===== config.mk =====
export PLATFORM = sky130hd
export DESIGN_NAME = proc_mem_responder
export DESIGN_NICKNAME = d
export VERILOG_FILES = /design/src/rtl/proc_mem_responder.sv
export SDC_FILE = /design/constraint.sdc
export NUM_CORES = 2
export LEC_CHECK = 0
export CAP_MARGIN = 20
export CORE_UTILIZATION = 35
export CTS_CLUSTER_SIZE = 8
export DETAILED_ROUTE_END_ITERATION = 10
export PLACE_DENSITY = 0.54
export SLEW_MARGIN = 10
export SYNTH_ARGS = -nofsm -noshare
export SYNTH_HDL_FRONTEND = slang
export SYNTH_SLANG_ARGS = --single-unit

===== constraint.sdc =====
create_clock -name clk -period 1.68 [get_ports clk]
set_clock_uncertainty 0.15 [all_clocks]
set_input_delay 0.252 -clock clk [delete_from_list [all_inputs] [get_ports clk]]
set_output_delay 0.252 -clock clk [all_outputs]
set_load 0.005 [all_outputs]

===== src/rtl/proc_mem_responder.sv =====
// proc_mem_responder: memory-side responder for the multi-cycle processor.
// Serves instruction fetches from a preloaded ROM, LD/ST accesses to a data
// RAM and one memory-mapped output register (LEDR). Every memory action
// happens on the falling edge of clk, so DIN is valid for the processor's
// rising-edge capture within the same T-step.
// Optional feature macro: MEM_STATS_EN adds saturating data-read and
// accepted-write counters on rd_cnt / wr_cnt; without it both read 0.
module proc_mem_responder #(
  parameter int          ROM_AW    = 7,
  parameter int          RAM_AW    = 7,
  parameter logic [15:0] MMIO_ADDR = 16'hFFFF,
  parameter string       ROM_FILE  = "rom.hex",
  parameter string       RAM_FILE  = ""
) (
  input  logic        clk,
  input  logic        Resetn,
  input  logic [15:0] ADDR,
  input  logic [15:0] DOUT,
  input  logic        memW,
  input  logic        muxRomRam,
  output logic [15:0] DIN,
  output logic [15:0] LEDR,
  output logic        err,
  output logic [15:0] rd_cnt,
  output logic [15:0] wr_cnt
);

  localparam int ROM_DEPTH = 1 << ROM_AW;
  localparam int RAM_DEPTH = 1 << RAM_AW;

  logic [15:0] rom [ROM_DEPTH];
  logic [15:0] ram [RAM_DEPTH];

  // Power-up image of both arrays: all words zero; the ROM is preloaded by
  // the surrounding harness.
  initial begin
    for (int i = 0; i < ROM_DEPTH; i++) rom[i] = 16'h0000;
    for (int i = 0; i < RAM_DEPTH; i++) ram[i] = 16'h0000;
  end

  // Decode compares the full 16-bit address so out-of-range accesses can
  // never wrap back into the arrays.
  logic rom_hit, ram_hit, mmio_hit, space_hit;
  logic read_err, write_err, write_ok;

  assign rom_hit   = (ADDR >> ROM_AW) == 16'h0000;
  assign ram_hit   = (ADDR >> RAM_AW) == 16'h0000;
  assign mmio_hit  = (ADDR == MMIO_ADDR) && !ram_hit;
  assign space_hit = ram_hit || mmio_hit;
  assign read_err  = muxRomRam ? !space_hit : !rom_hit;
  assign write_ok  = memW && space_hit;
  assign write_err = memW && !space_hit;

  // Read-data selection for the selected address space.
  logic [15:0] rd_data;
  always_comb begin
    rd_data = 16'h0000;
    if (!muxRomRam) begin
      if (rom_hit) rd_data = rom[ADDR[ROM_AW-1:0]];
    end else if (ram_hit) begin
      rd_data = ram[ADDR[RAM_AW-1:0]];
    end else if (mmio_hit) begin
      rd_data = LEDR;
    end
  end

  // RAM write port; the array itself is left untouched by reset.
  // NOTE: memories get no reset branch -- clearing an array on reset would
  // turn block RAM into a sea of flops, and contents must survive reset.
  always_ff @(negedge clk) begin
    if (!Resetn && memW && ram_hit) ram[ADDR[RAM_AW-1:0]] <= DOUT;
  end

  // Read register, output register and sticky error flag.
  // NOTE: non-blocking assignments let DIN sample the array before the same
  // edge's write lands, which gives read-before-write for free.
  always_ff @(negedge clk or posedge Resetn) begin
    if (Resetn) begin
      DIN  <= 16'h0000;
      LEDR <= 16'h0000;
      err  <= 1'b0;
    end else begin
      DIN <= rd_data;
      if (memW && mmio_hit) LEDR <= DOUT;
      if (read_err || write_err) err <= 1'b1;
    end
  end

`ifdef MEM_STATS_EN
  logic [15:0] rd_cnt_q, wr_cnt_q;

  // Saturating data-read and accepted-write counters.
  always_ff @(negedge clk or posedge Resetn) begin
    if (Resetn) begin
      rd_cnt_q <= 16'h0000;
      wr_cnt_q <= 16'h0000;
    end else begin
      if (muxRomRam && !memW && rd_cnt_q != 16'hFFFF) rd_cnt_q <= rd_cnt_q + 16'h0001;
      if (write_ok && wr_cnt_q != 16'hFFFF) wr_cnt_q <= wr_cnt_q + 16'h0001;
    end
  end

  assign rd_cnt = rd_cnt_q;
  assign wr_cnt = wr_cnt_q;
`else
  assign rd_cnt = 16'h0000;
  assign wr_cnt = 16'h0000;
`endif

endmodule


==> impl_results.md <==
- M3 GR Usage: 6.03%
- Failing checks: negative setup slack
- CTS clock-pin slew for the worst setup and hold paths: 40 ps
- Layout cells sized above 1: 24.2%
- Number of max-cap violations: 0
- H-tree levels: 5
- Commonest non-fill, non-tap cell in the layout: inv_1
- Critical Path RT: 1280 ps
- Slew @ Worst Pin: 735 ps
- Number of global-route vias before repair: 59,300
- Worst skew pair latency: 930 ps
- Clk root buf: clkbuf_16
- Grt met2 use: 38.6%
- Worst-path fanout max: 8
- Drt wl/cell: 25.4 um
- Cell row count: 175
- Switch Pwr: 0.0376 W
- Arrival @ worst endpoint: 2640 ps
- Slew HR: 51.0%
- Layout Cells excl Fill: 10,700
- Clock sinks: 2,081
- Final Hold Viols: 0
- Cells after DPL: 8,039
- RePlAce Congestion: 0.861
- # IOs: 101
- Switching part of the total: 27.2%
- Asr flop ratio synth: 1.59%
- Area of the die: 230,000 um^2
- Slew Viols, Final: 0
- Post-synthesis register bit count: 2,081
- Synth Instances: 4,371
- 1st-iter DRT viols: 4,848
- Sequential Power Share: 41.6%
- Chip Height: 480 um
- Vias after detailed routing: 54,900
- Leading cell types in the layout, fill and taps excluded: 2,055 x inv_1, 2,048 x edfxtp_1, 985 x mux2i_1
- Clock share of power: 53.2%
- Worst setup margin: -1370 ps
- Tot GR Track Use: 23.2%
- Port Buffers: 68
- Final instance area: 116,000 um^2
- Synth unique cells: 42
- Worst Path Class, Setup: in2reg
- Grt total ovfl: 0
- Placed cell area: 94,300 um^2
- Final HPWL from detailed placement: 160,000 um
- P_int: 0.101 W
- Worst setup SP type: input pin
- Status: finished with violations
- CTS Hold Bufs: 0
- Sequential area share after synthesis: 78.0%
- Busiest grt layer: met2
- Hold Crit Class: in2reg
- Mapped Avg Cell Area: 18.3 um^2
- Post-synth EDFFs: 2,048
- PD cells: 1190 nW/um^2
- Die X: 480 um
- P_leak: 50.1 nW
- Initial Util: 35.2%
- RSZ-0062 raised after global routing: true
- CTS buffer count: 311
- Mapped Area: 79,900 um^2
- Post-route DRC: 0
- Synth Flop Type: edfxtp_1
- Initial antenna violation count: 4
- First-pass GRT wire length: 382,000 um
- Gate power share: 5.2%
- Worst Setup End Kind: flip-flop
- Clock Path Buffers: 4
- Area grow syn2layout: 45.6%
- # setup viols final: 2,114
- Largest net degree at the start of global routing: 48
- Core area: 227,000 um^2
- Drt pass-1 iters: 5
- Final core utilization: 51.2%
- Vias per inst: 5.12
- CTS tree: done
- Grt met1 use: 27.3%
- Syn. warnings: 0
- Routed WL: 273,000 um
- Final antenna-violating net count: 0
- Peak supply drop: 1190 uV
- Final nets: 7,706
kinds of logic (layout without fill, tap and decap cells):
family,after synthesis,in the layout,synth area share [%]
multiplexers,1039,1039,13.1
buffers and inverters,291,3593,1.87
AND/OR/NAND/NOR,414,414,2.73
AO/OA/AOI/OAI,545,545,4.32
flip-flops,2081,2081,78.0
other,1,40,0.00469
synthesized netlist by cell type (2+ instances only):
cell type | instances | area, um^2
edfxtp_1 | 2048 | 61500
mux2i_1 | 1021 | 10200
o22ai_1 | 510 | 3190
buf_2 | 168 | 841
nor2_1 | 133 | 499
nor4_1 | 126 | 788
clkbuf_1 | 65 | 244
nand2_1 | 59 | 221
nand3_1 | 52 | 260
buf_4 | 43 | 323
dfrtn_1 | 33 | 826
o211ai_1 | 31 | 233
mux2_2 | 16 | 180
buf_1 | 8 | 30.0
nand4bb_1 | 6 | 67.6
nor2b_1 | 6 | 37.5
buf_6 | 4 | 45.0
nand4_1 | 4 | 25.0
nand4b_1 | 4 | 35.0
nand2_2 | 3 | 18.8
nand2_4 | 3 | 33.8
or4_1 | 3 | 22.5
or4b_1 | 3 | 30.0
inv_1 | 2 | 7.51
mux4_2 | 2 | 45.0
nand3_4 | 2 | 35.0
metrics by stage:
stage / worst slack, ps / hold WS (ps) / setup TNS, ps / total power (W)
2_1_floorplan: -1750 / 278 / -3537920 / 0.0676
6_report: -1370 / 308 / -2580060 / 0.138
3_5_place_dp: -2890 / 402 / -5898080 / 0.0713
3_3_place_gp: -2910 / 411 / -5921590 / 0.0712
5_1_grt: -1310 / 290 / -2510790 / 0.146
4_1_cts: -1340 / 270 / -2459480 / 0.140
what timing repair did:
action                                  in CTS  in global routing
endpoints found under the setup margin    2114               2114
hold endpoints to repair                     0                  0
buffers inserted                           218                 27
pin swaps                                  140                 33
resized for setup                          533                100
cloned                                      46                  9
layout make-up:
class	count	area, um^2
timing repair buffer	1197	15600
antenna	8	20.0
sequential	2081	62300
tap	3009	3760
inverter	1	7.51
fill	18800	111000
clock buffer	332	8010
clock inverter	2063	7800
multi-input combinational	2030	18800
worst max-delay path: stages:
cell       delay (ps)
buf_6              90
or4_4             530
nor4_4            390
buf_4             220
buf_6              90
and4_4            270
nand3_4           120
buf_12            180
nor2_4            230
clkbuf_16         220
flip-flops by register name, indices dropped and copies added, names as in the netlist:
| name | flops |
|---|---|
| DIN | 16 |
| LEDR | 16 |
| ram | 2048 |
| err | 1 |
metal layers:
metal	routed length, um	part of all wire (%)
met1	106000	39
met5	18	0.0066
met4	11700	4.3
met3	18400	6.8
met2	137000	50
final timing paths:
check | start | end | slack, ps | cells after the start
worst max-delay path | ADDR[13] | ram[31][9] | -1370 | 10
worst min-delay path | DOUT[12] | ram[71][12] | 310 | 1
worst max register to register | ram[23][15] | DIN[15] | -800 | 8
worst min register to register | LEDR[0] | LEDR[0] | 400 | 2
max in group asynchronous | Resetn | LEDR[14] | 200 | 3
min in group asynchronous | Resetn | LEDR[9] | 720 | 3
power groups by stage:
stage                     Sequential [W]  Clock (W)  Combinational [W]
final                             0.0575     0.0735            0.00725
after global placement            0.0581    0.00720            0.00594
after CTS                         0.0575     0.0753            0.00714
after floorplan                   0.0581    0.00720            0.00224
after detailed placement          0.0581    0.00720            0.00599
after global routing              0.0573     0.0811            0.00750
(Power assumes the default switching activity.)
